**src/rtl/pdl_puf_array_ctrl.sv**
```systemverilog
// Evaluation controller for an array of PDL arbiter PUFs: shared challenge/launch,
// per-channel majority vote and stability flag. Optional auto-tune: PDL_PUF_AUTOTUNE_EN.
module pdl_puf_array_ctrl #(
    parameter int N_CB   = 64,
    parameter int N      = 16,
    parameter int N_CH   = 4,
    parameter int N_EVAL = 16,
    parameter int SETTLE = 4,
    parameter int CHW    = (N_CH > 1) ? $clog2(N_CH) : 1
) (
    input  logic              clk,
    input  logic              rst_n,
    input  logic              start,
    input  logic [N_CB-1:0]   challenge_in,
    input  logic              tune_we,
    input  logic [CHW-1:0]    tune_ch,
    input  logic [N-1:0]      tune_data,
    input  logic [N_CH-1:0]   puf_out,
    output logic              puf_in,
    output logic [N_CB-1:0]   puf_challenge,
    output logic [N_CH*N-1:0] puf_tune,
    output logic              busy,
    output logic              done,
    output logic [N_CH-1:0]   response,
    output logic [N_CH-1:0]   stable
);

    localparam int CW = $clog2(N_EVAL + 1);
    localparam int PW = (SETTLE > 1) ? $clog2(SETTLE) : 1;
    localparam logic [CW-1:0]  CNT_FULL = CW'(N_EVAL);
    localparam logic [CW-1:0]  CNT_HALF = CW'(N_EVAL / 2);
    localparam logic [CW-1:0]  CNT_ONE  = CW'(1);
    localparam logic [CW-1:0]  CNT_ZERO = CW'(0);
    localparam logic [PW-1:0]  PH_LAST  = PW'(SETTLE - 1);
    localparam logic [PW-1:0]  PH_ONE   = PW'(1);
    localparam logic [PW-1:0]  PH_ZERO  = PW'(0);
    localparam logic [N-1:0]   TUNE_MID = {{(N - N/2){1'b0}}, {(N/2){1'b1}}};

    typedef enum logic [2:0] {
        ST_IDLE   = 3'd0,
        ST_LOAD   = 3'd1,
        ST_FIRE   = 3'd2,
        ST_SAMPLE = 3'd3,
        ST_RELAX  = 3'd4,
        ST_DONE   = 3'd5
    } state_t;

    state_t            state_r;
    logic [PW-1:0]     phase_r;
    logic [CW-1:0]     eval_r;
    logic [CW-1:0]     cnt_r [N_CH];
    logic [N_CH-1:0]   sync1_r;
    logic [N_CH-1:0]   sync2_r;

`ifdef PDL_PUF_AUTOTUNE_EN
    // Thermometer step towards less delay: shift right, 0 enters at MSB, sticks at 0.
    function automatic logic [N-1:0] thermo_down(input logic [N-1:0] w);
        return {1'b0, w[N-1:1]};
    endfunction

    // Thermometer step towards more delay: shift left, 1 enters at LSB, sticks at all-ones.
    function automatic logic [N-1:0] thermo_up(input logic [N-1:0] w);
        return {w[N-2:0], 1'b1};
    endfunction
`endif

    // Two-flop synchroniser for the asynchronous arbiter outputs.
    always_ff @(posedge clk or negedge rst_n) begin
        if (!rst_n) begin
            sync1_r <= {N_CH{1'b0}};
            sync2_r <= {N_CH{1'b0}};
        end else begin
            sync1_r <= puf_out;
            sync2_r <= sync1_r;
        end
    end

    // Evaluation sequencer with all outputs registered; tune words owned here too.
    always_ff @(posedge clk or negedge rst_n) begin
        if (!rst_n) begin
            state_r       <= ST_IDLE;
            phase_r       <= PH_ZERO;
            eval_r        <= CNT_ZERO;
            puf_in        <= 1'b0;
            puf_challenge <= {N_CB{1'b0}};
            puf_tune      <= {N_CH{TUNE_MID}};
            busy          <= 1'b0;
            done          <= 1'b0;
            response      <= {N_CH{1'b0}};
            stable        <= {N_CH{1'b0}};
            for (int i = 0; i < N_CH; i++) begin
                cnt_r[i] <= CNT_ZERO;
            end
        end else begin
            case (state_r)
                ST_IDLE: begin
                    if (tune_we && (int'(tune_ch) < N_CH)) begin
                        puf_tune[int'(tune_ch)*N +: N] <= tune_data;
                    end
                    if (start) begin
                        puf_challenge <= challenge_in;
                        phase_r       <= PH_ZERO;
                        eval_r        <= CNT_ZERO;
                        busy          <= 1'b1;
                        puf_in        <= 1'b0;
                        state_r       <= ST_LOAD;
                        for (int i = 0; i < N_CH; i++) begin
                            cnt_r[i] <= CNT_ZERO;
                        end
                    end
                end
                ST_LOAD: begin
                    if (phase_r == PH_LAST) begin
                        phase_r <= PH_ZERO;
                        puf_in  <= 1'b1;
                        state_r <= ST_FIRE;
                    end else begin
                        phase_r <= phase_r + PH_ONE;
                    end
                end
                ST_FIRE: begin
                    if (phase_r == PH_LAST) begin
                        phase_r <= PH_ZERO;
                        state_r <= ST_SAMPLE;
                    end else begin
                        phase_r <= phase_r + PH_ONE;
                    end
                end
                ST_SAMPLE: begin
                    for (int i = 0; i < N_CH; i++) begin
                        if (sync2_r[i] && (cnt_r[i] != CNT_FULL)) begin
                            cnt_r[i] <= cnt_r[i] + CNT_ONE;
                        end
                    end
                    eval_r  <= eval_r + CNT_ONE;
                    puf_in  <= 1'b0;
                    state_r <= ST_RELAX;
                end
                ST_RELAX: begin
                    if (phase_r != PH_LAST) begin
                        phase_r <= phase_r + PH_ONE;
                    end else if (eval_r < CNT_FULL) begin
                        phase_r <= PH_ZERO;
                        puf_in  <= 1'b1;
                        state_r <= ST_FIRE;
                    end else begin
                        phase_r <= PH_ZERO;
                        done    <= 1'b1;
                        state_r <= ST_DONE;
                        for (int i = 0; i < N_CH; i++) begin
                            response[i] <= (cnt_r[i] > CNT_HALF);
                            stable[i]   <= (cnt_r[i] == CNT_ZERO) || (cnt_r[i] == CNT_FULL);
                        end
                    end
                end
                ST_DONE: begin
                    done    <= 1'b0;
                    busy    <= 1'b0;
                    state_r <= ST_IDLE;
`ifdef PDL_PUF_AUTOTUNE_EN
                    for (int i = 0; i < N_CH; i++) begin
                        if (cnt_r[i] == CNT_FULL) begin
                            puf_tune[i*N +: N] <= thermo_down(puf_tune[i*N +: N]);
                        end else if (cnt_r[i] == CNT_ZERO) begin
                            puf_tune[i*N +: N] <= thermo_up(puf_tune[i*N +: N]);
                        end
                    end
`endif
                end
                default: begin
                    state_r <= ST_IDLE;
                    puf_in  <= 1'b0;
                    busy    <= 1'b0;
                    done    <= 1'b0;
                end
            endcase
        end
    end

endmodule

```
**config.mk**
```make
export PLATFORM = sky130hd
export DESIGN_NAME = pdl_puf_array_ctrl
export DESIGN_NICKNAME = d
export VERILOG_FILES = /design/src/rtl/pdl_puf_array_ctrl.sv
export SDC_FILE = /design/constraint.sdc
export NUM_CORES = 1
export LEC_CHECK = 0
export ABC_AREA = 1
export ABC_CLOCK_PERIOD_IN_PS = 1700
export CORE_MARGIN = 2
export CORE_UTILIZATION = 48
export CTS_CLUSTER_DIAMETER = 150
export DETAILED_ROUTE_END_ITERATION = 10
export GPL_ROUTABILITY_DRIVEN = 0
export HOLD_SLACK_MARGIN = 0.06
export PLACE_DENSITY = 0.83
export SYNTH_ARGS = -nofsm -noshare
export SYNTH_HDL_FRONTEND = slang
export SYNTH_SLANG_ARGS = --single-unit
```
**constraint.sdc**
```tcl
create_clock -name clk -period 1.7 [get_ports clk]
set_clock_uncertainty 0.15 [all_clocks]
set_input_delay 0.17 -clock clk [delete_from_list [all_inputs] [get_ports clk]]
set_output_delay 0.17 -clock clk [all_outputs]
set_load 0.05 [all_outputs]
```
==> results of run 1 <==
==> stage by stage <==
| step | setup TNS, ps | instance area, µm² | instances | utilization, % | setup WS (ps) |
|---|---|---|---|---|---|
| 2_1_floorplan | -272 | 7970 | 903 | - | -28.2 |
| 3_3_place_gp | -8800 | 10800 | 1353 | 65.9 | -173 |
| 3_5_place_dp | -11710 | 10800 | 1353 | 65.9 | -241 |
| 4_1_cts | 0 | 11500 | 1394 | 70.2 | 0.911 |
| 5_1_grt | -124 | 11600 | 1401 | 70.8 | -25.7 |
| 6_report | 0 | 11600 | 1401 | 70.8 | 66.2 |
==> routing by layer <==
layer / vias to the layer above / track usage [%] / part of all wire (%) / wire length (µm)
met4: 2 / 11.9 / 3.4 / 758
met1: 3453 / 33.3 / 40 / 9110
met3: 57 / 6.13 / 7.3 / 1640
li1: 3448 / - / - / -
met5: - / 0 / 0.058 / 13
met2: 292 / 41.7 / 49 / 11000
==> logic make-up after synthesis <==
kind of cell | share of synthesized area, %
and+or+nand+nor | 28.2
buffers and inverters | 6.24
xor gates and xnor gates | 0.990
DFF | 56.1
adders and majority gates | 2.51
AOI/OAI and AO/OA | 5.91
==> power by group through the flow <==
stage | clock network, mW | registers [mW] | logic, mW
6_report | 3.96 | 6.52 | 10.2
5_1_grt | 4.20 | 6.66 | 10.8
4_1_cts | 4.02 | 6.51 | 10.0
3_5_place_dp | 0 | 6.55 | 9.91
3_3_place_gp | 0 | 6.53 | 9.71
2_1_floorplan | 0 | 10.1 | 2.66
==> flip-flops by register name (all words and copies together) (netlist names) <==
register and count:
response 4, phase_r 2, puf_in 1, stable 4, state_r 3, cnt_r 20
puf_challenge 64, sync1_r 4, eval_r 5, sync2_r 4, busy 1, done 1
puf_tune 64
==> path summary, 6_finish.rpt <==
check,start,end,slack (ps),depth (start not counted)
max,state_r[0]$_DFFE_PN0P_,puf_tune[56]$_DFFE_PN0P_,70,8
min,rst_n,puf_tune[15]$_DFFE_PN0P_,120,2
max reg2reg,state_r[0]$_DFFE_PN0P_,puf_tune[56]$_DFFE_PN0P_,70,8
min reg2reg,sync1_r[0]$_DFF_PN0_,sync2_r[0]$_DFF_PN0_,200,0
max in group asynchronous,rst_n,puf_tune[39]$_DFFE_PN1P_,640,3
min in group clk,challenge_in[27],puf_challenge[27]$_DFFE_PN0P_,140,3
==> worst register-to-register path: stages, from the launching register on <==
cell     delay [ps]
dfrtp_1         410
inv_2            90
nand2_2         100
nor2_8          170
buf_4           170
nand2_4          90
buf_4           180
o21ai_1         120
nand2_1          60
==> area by class of cell <==
type | instances | area [µm²]
fill | 1172 | 4790
clock buffer | 21 | 480
multi-input combinational | 619 | 3040
timing repair buffer | 291 | 3000
sequential | 177 | 4470
clock inverter | 11 | 118
inverter | 62 | 238
tap | 220 | 275
==> cell usage after synthesis, drive strengths merged <==
cell,count
a21oi,8
buf,30
clkbuf,16
dfrtp,145
dfstp,32
ha,16
inv,62
nand2,302
nand3,161
nand3b,1
nand4,1
nor2,28
nor3,8
o21a,4
o21ai,80
xnor2,2
xor2,7
==> timing repair <==
item / 4_1_cts / 5_1_grt
buffers inserted: 4 / 5
hold endpoints to repair: 171 / 1
resized for setup: 1 / 9
gates cloned: 0 / 1
endpoints found under the setup margin: 25 / 79
pin swaps: 3 / 1
hold buffers: 5 / 1
==> impl_metrics.env, run 1 <==
export IMPL_worstPathCellList="inv_2, nand2_2, nor2_8, buf_4, nand2_4, buf_4, o21ai_1, nand2_1"
export IMPL_antenna_cells=0
export IMPL_synth_seq_cells=177
export IMPL_final_cell_mix="298 x nand2_1, 154 x nand3_1, 149 x buf_4"
export IMPL_vias=7252
export IMPL_hold_viol_final=0
export IMPL_setup_viol=0
export IMPL_clock_fmax_ghz=0.612
export IMPL_grt_pass1_wl_mm=35.9
export IMPL_die_area_mm2=0.0176
export IMPL_wl_per_cell_um=16.1
export IMPL_slew_headroom_pct=64.8
export IMPL_cts_made_buffers=17
export IMPL_die_y_um=133
export IMPL_drt_first_pass_iters=5
export IMPL_syn_nets=1009
export IMPL_path_class="flip-flop to flip-flop"
export IMPL_p_int_mw=11.2
export IMPL_finalNetCount=1274
export IMPL_vias_per_cell=5.18
export IMPL_switching_share_pct=45.8
export IMPL_power_frac_comb_pct=49.3
export IMPL_grt_pass1_vias=7081
export IMPL_crit_family="buffers and inverters"
export IMPL_crit_buf_inv=3
export IMPL_grt_use_total_pct=25.9
export IMPL_antenna_found_initial=1
export IMPL_initial_core_util_pct=48.5
export IMPL_portBuffers=228
export IMPL_synth_top_area_cell="dfrtp_1"
export IMPL_die_x_um=133
export IMPL_grt_max_degree=50
export IMPL_ctsLongestPathBuffers=2
export IMPL_drt_wl_total_mm=22.5
export IMPL_start_kind="flip-flop"
export IMPL_hold_class="primary input to asynchronous set/reset pin"
export IMPL_drc=0
export IMPL_drv_slew=0
export IMPL_drive_gt1_share_pct=24.9
export IMPL_num_io_pins=229
export IMPL_gr_total_overflow=0
export IMPL_clock_latency_ps=430
export IMPL_syn_avg_cell_area_um2=8.82
export IMPL_synthTopCellsByArea="dfrtp_1 46%, nand2_1 14%, dfstp_2 11%"
export IMPL_total_power_mw=20.6
export IMPL_syn_inst=903
export IMPL_outcome="finished clean"
export IMPL_clockRootBuffer="clkbuf_16"
export IMPL_critPathCaptureType="flip-flop"
export IMPL_ys_types=31
export IMPL_vdd_ir_drop_worst_mv=1.24
export IMPL_place_hpwl_mm=16.4
export IMPL_holdWs_ps=119
export IMPL_critical_path_arrival_ps=1810
export IMPL_crit_slowest_cell="dfrtp_1"
export IMPL_cts_tree="built"
export IMPL_rsz0062_at_grt="yes"
export IMPL_crit_fanout=8
export IMPL_synth_top_cell_area_share_pct=45.6
export IMPL_clockPowerShare_pct=19.2
export IMPL_pwr_share_seq_pct=31.6
export IMPL_clock_sinks=177
export IMPL_core_mm2=0.0164
export IMPL_period_minus_slack_ps=1630
export IMPL_path_common_cell="buf_4"
export IMPL_syn_area_mm2=0.00797
export IMPL_crit_required_ps=1870
export IMPL_post_route_period_util_pct=96.1
export IMPL_power_leakage_nw=5.96
export IMPL_syn2layout_area_growth_pct=45.8
export IMPL_ys_warn_count=0
export IMPL_final_common_cell="nand2_1"
export IMPL_antenna_left=0
export IMPL_p_switching_mw=9.46
export IMPL_powerDensity_mw_per_mm2=1780
export IMPL_row_count=47
export IMPL_cpPeakStageDelay_ps=410
export IMPL_drtIter0Drc=520
export IMPL_clk_pin_slew_worst_paths_ps=70
export IMPL_worstMarginPinSlew_ps=528
export IMPL_htree_levels=4
export IMPL_maxCapViolCount=0
export IMPL_synth_seq_area_share_pct=56.1
(Power assumes the default switching activity.)
==> inputs of run 2 (changes only) <==
- HOLD_SLACK_MARGIN: 0.06 -> default
- MAX_ROUTING_LAYER: default -> met4
==> run 2 against run 1 <==
Hold slack worse by 93 ps. Sequential power is essentially flat. Die area did not move. Register-to-register slack about the same. Critical endpoint is now cnt_r[0]$_DFFE_PN0P_. Power hardly changed. Highest routed layer is now met4.
==> impl_metrics.env, run 2 (synthesis gave the netlist of run 1 again) <==
export IMPL_critical_path_arrival_ps=1810
export IMPL_drt_first_pass_iters=5
export IMPL_grt_max_degree=50
export IMPL_antenna_left=0
export IMPL_vias=7268
export IMPL_grt_pass1_vias=7086
export IMPL_ctsLongestPathBuffers=2
export IMPL_crit_required_ps=1870
export IMPL_drt_wl_total_mm=22.5
export IMPL_switching_share_pct=45.9
export IMPL_portBuffers=228
export IMPL_initial_core_util_pct=48.5
export IMPL_grt_pass1_wl_mm=35.9
export IMPL_final_common_cell="nand2_1"
export IMPL_setup_viol=0
export IMPL_gr_total_overflow=0
export IMPL_p_switching_mw=9.46
export IMPL_worstPathCellList="inv_2, nand2_2, nor2_8, buf_12, nand2_4, buf_4, nand3_1, nand2_1"
export IMPL_cts_made_buffers=17
export IMPL_cts_tree="built"
export IMPL_row_count=47
export IMPL_top_regs="puf_challenge: 64 flops, puf_tune: 64 flops, cnt_r: 20 flops"
export IMPL_outcome="finished clean"
export IMPL_critPathCaptureType="flip-flop"
export IMPL_cpPeakStageDelay_ps=410
export IMPL_syn2layout_area_growth_pct=45.3
export IMPL_clockRootBuffer="clkbuf_16"
export IMPL_drc=0
export IMPL_core_mm2=0.0164
export IMPL_clock_latency_ps=430
export IMPL_place_hpwl_mm=16.4
export IMPL_r2r_setup_slack_ps=60
export IMPL_grt_use_total_pct=26.7
export IMPL_htree_levels=4
export IMPL_powerDensity_mw_per_mm2=1780
export IMPL_path_class="flip-flop to flip-flop"
export IMPL_p_int_mw=11.2
export IMPL_antenna_found_initial=1
export IMPL_clock_sinks=177
export IMPL_final_cell_mix="298 x nand2_1, 154 x nand3_1, 148 x buf_4"
export IMPL_slew_headroom_pct=64.4
export IMPL_wl_per_cell_um=16.1
export IMPL_crit_buf_inv=3
export IMPL_worstMarginPinSlew_ps=534
export IMPL_fin_util_pct=70.5
export IMPL_die_area_mm2=0.0176
export IMPL_die_x_um=133
export IMPL_rsz0062_at_grt="yes"
export IMPL_pwr_share_seq_pct=31.6
export IMPL_drv_slew=0
export IMPL_clock_fmax_ghz=0.610
export IMPL_drtIter0Drc=568
export IMPL_crit_slowest_cell="dfrtp_1"
export IMPL_crit_fanout=16
export IMPL_clockPowerShare_pct=19.2
export IMPL_vias_per_cell=5.20
export IMPL_drive_gt1_share_pct=24.9
export IMPL_die_y_um=133
export IMPL_power_frac_comb_pct=49.2
export IMPL_hold_class="primary input to flip-flop"
export IMPL_period_minus_slack_ps=1640
export IMPL_start_kind="flip-flop"
export IMPL_vdd_ir_drop_worst_mv=1.25
export IMPL_post_route_period_util_pct=96.4
export IMPL_crit_family="simple AND/OR/NAND/NOR gates"
export IMPL_total_power_mw=20.6
export IMPL_power_leakage_nw=5.93
export IMPL_clk_pin_slew_worst_paths_ps=70
export IMPL_num_io_pins=229
export IMPL_finalNetCount=1269
export IMPL_maxCapViolCount=0
export IMPL_hold_viol_final=0
-- run 2: power by group through the flow --
stage	logic [mW]	clock network (mW)	registers, mW
floorplan	2.66	0	10.1
global placement	9.71	0	6.53
detailed placement	9.91	0	6.55
CTS	10.0	4.02	6.51
global route	10.7	4.19	6.66
finish	10.2	3.96	6.51
-- run 2: final timing paths --
path / from / end / cells after the start
max in group asynchronous: rst_n / puf_tune[39]$_DFFE_PN1P_ / 3
max: state_r[0]$_DFFE_PN0P_ / cnt_r[0]$_DFFE_PN0P_ / 8
min reg2reg: sync1_r[3]$_DFF_PN0_ / sync2_r[3]$_DFF_PN0_ / 0
min in group asynchronous: rst_n / puf_tune[15]$_DFFE_PN0P_ / 2
max reg2reg: state_r[0]$_DFFE_PN0P_ / cnt_r[0]$_DFFE_PN0P_ / 8
min: puf_out[3] / sync1_r[3]$_DFF_PN0_ / 1
-- run 2: layout make-up --
cell class | count | area [µm²]
Antenna cell | 1 | 2.50
Clock buffer | 21 | 480
Clock inverter | 11 | 118
Fill cell | 1186 | 4840
Inverter | 62 | 238
Multi-Input combinational cell | 619 | 3040
Sequential cell | 177 | 4470
Tap cell | 220 | 275
Timing Repair Buffer | 286 | 2950
-- run 2: layer usage --
| layer | vias up | share of wire (%) | global-route usage [%] |
|---|---|---|---|
| li1 | 3436 | - | - |
| met1 | 3450 | 40 | 33.5 |
| met2 | 328 | 49 | 41.8 |
| met3 | 54 | 7.8 | 5.75 |
| met4 | 0 | 3.3 | 11.7 |
| met5 | - | 0 | - |
-- run 2: through the flow --
stage	cell area, µm²	worst slack, ps	setup TNS [ps]	std cells	hold WS (ps)
global route	11600	-25.9	-149	1397	7.62
detailed placement	10800	-241	-11710	1353	20.9
floorplan	7970	-28.2	-272	903	-276
global placement	10800	-173	-8800	1353	17.4
CTS	11500	0.911	0	1391	8.08
finish	11600	61.1	0	1397	25.8
-- run 2: what timing repair did --
action                                  CTS  global route
pin swaps                                 3             1
endpoints found under the setup margin   25            77
cloned                                    0             1
hold buffers                              2             0
buffers inserted                          4             4
endpoints found under the hold margin   168             0
gates resized for setup                   1             9
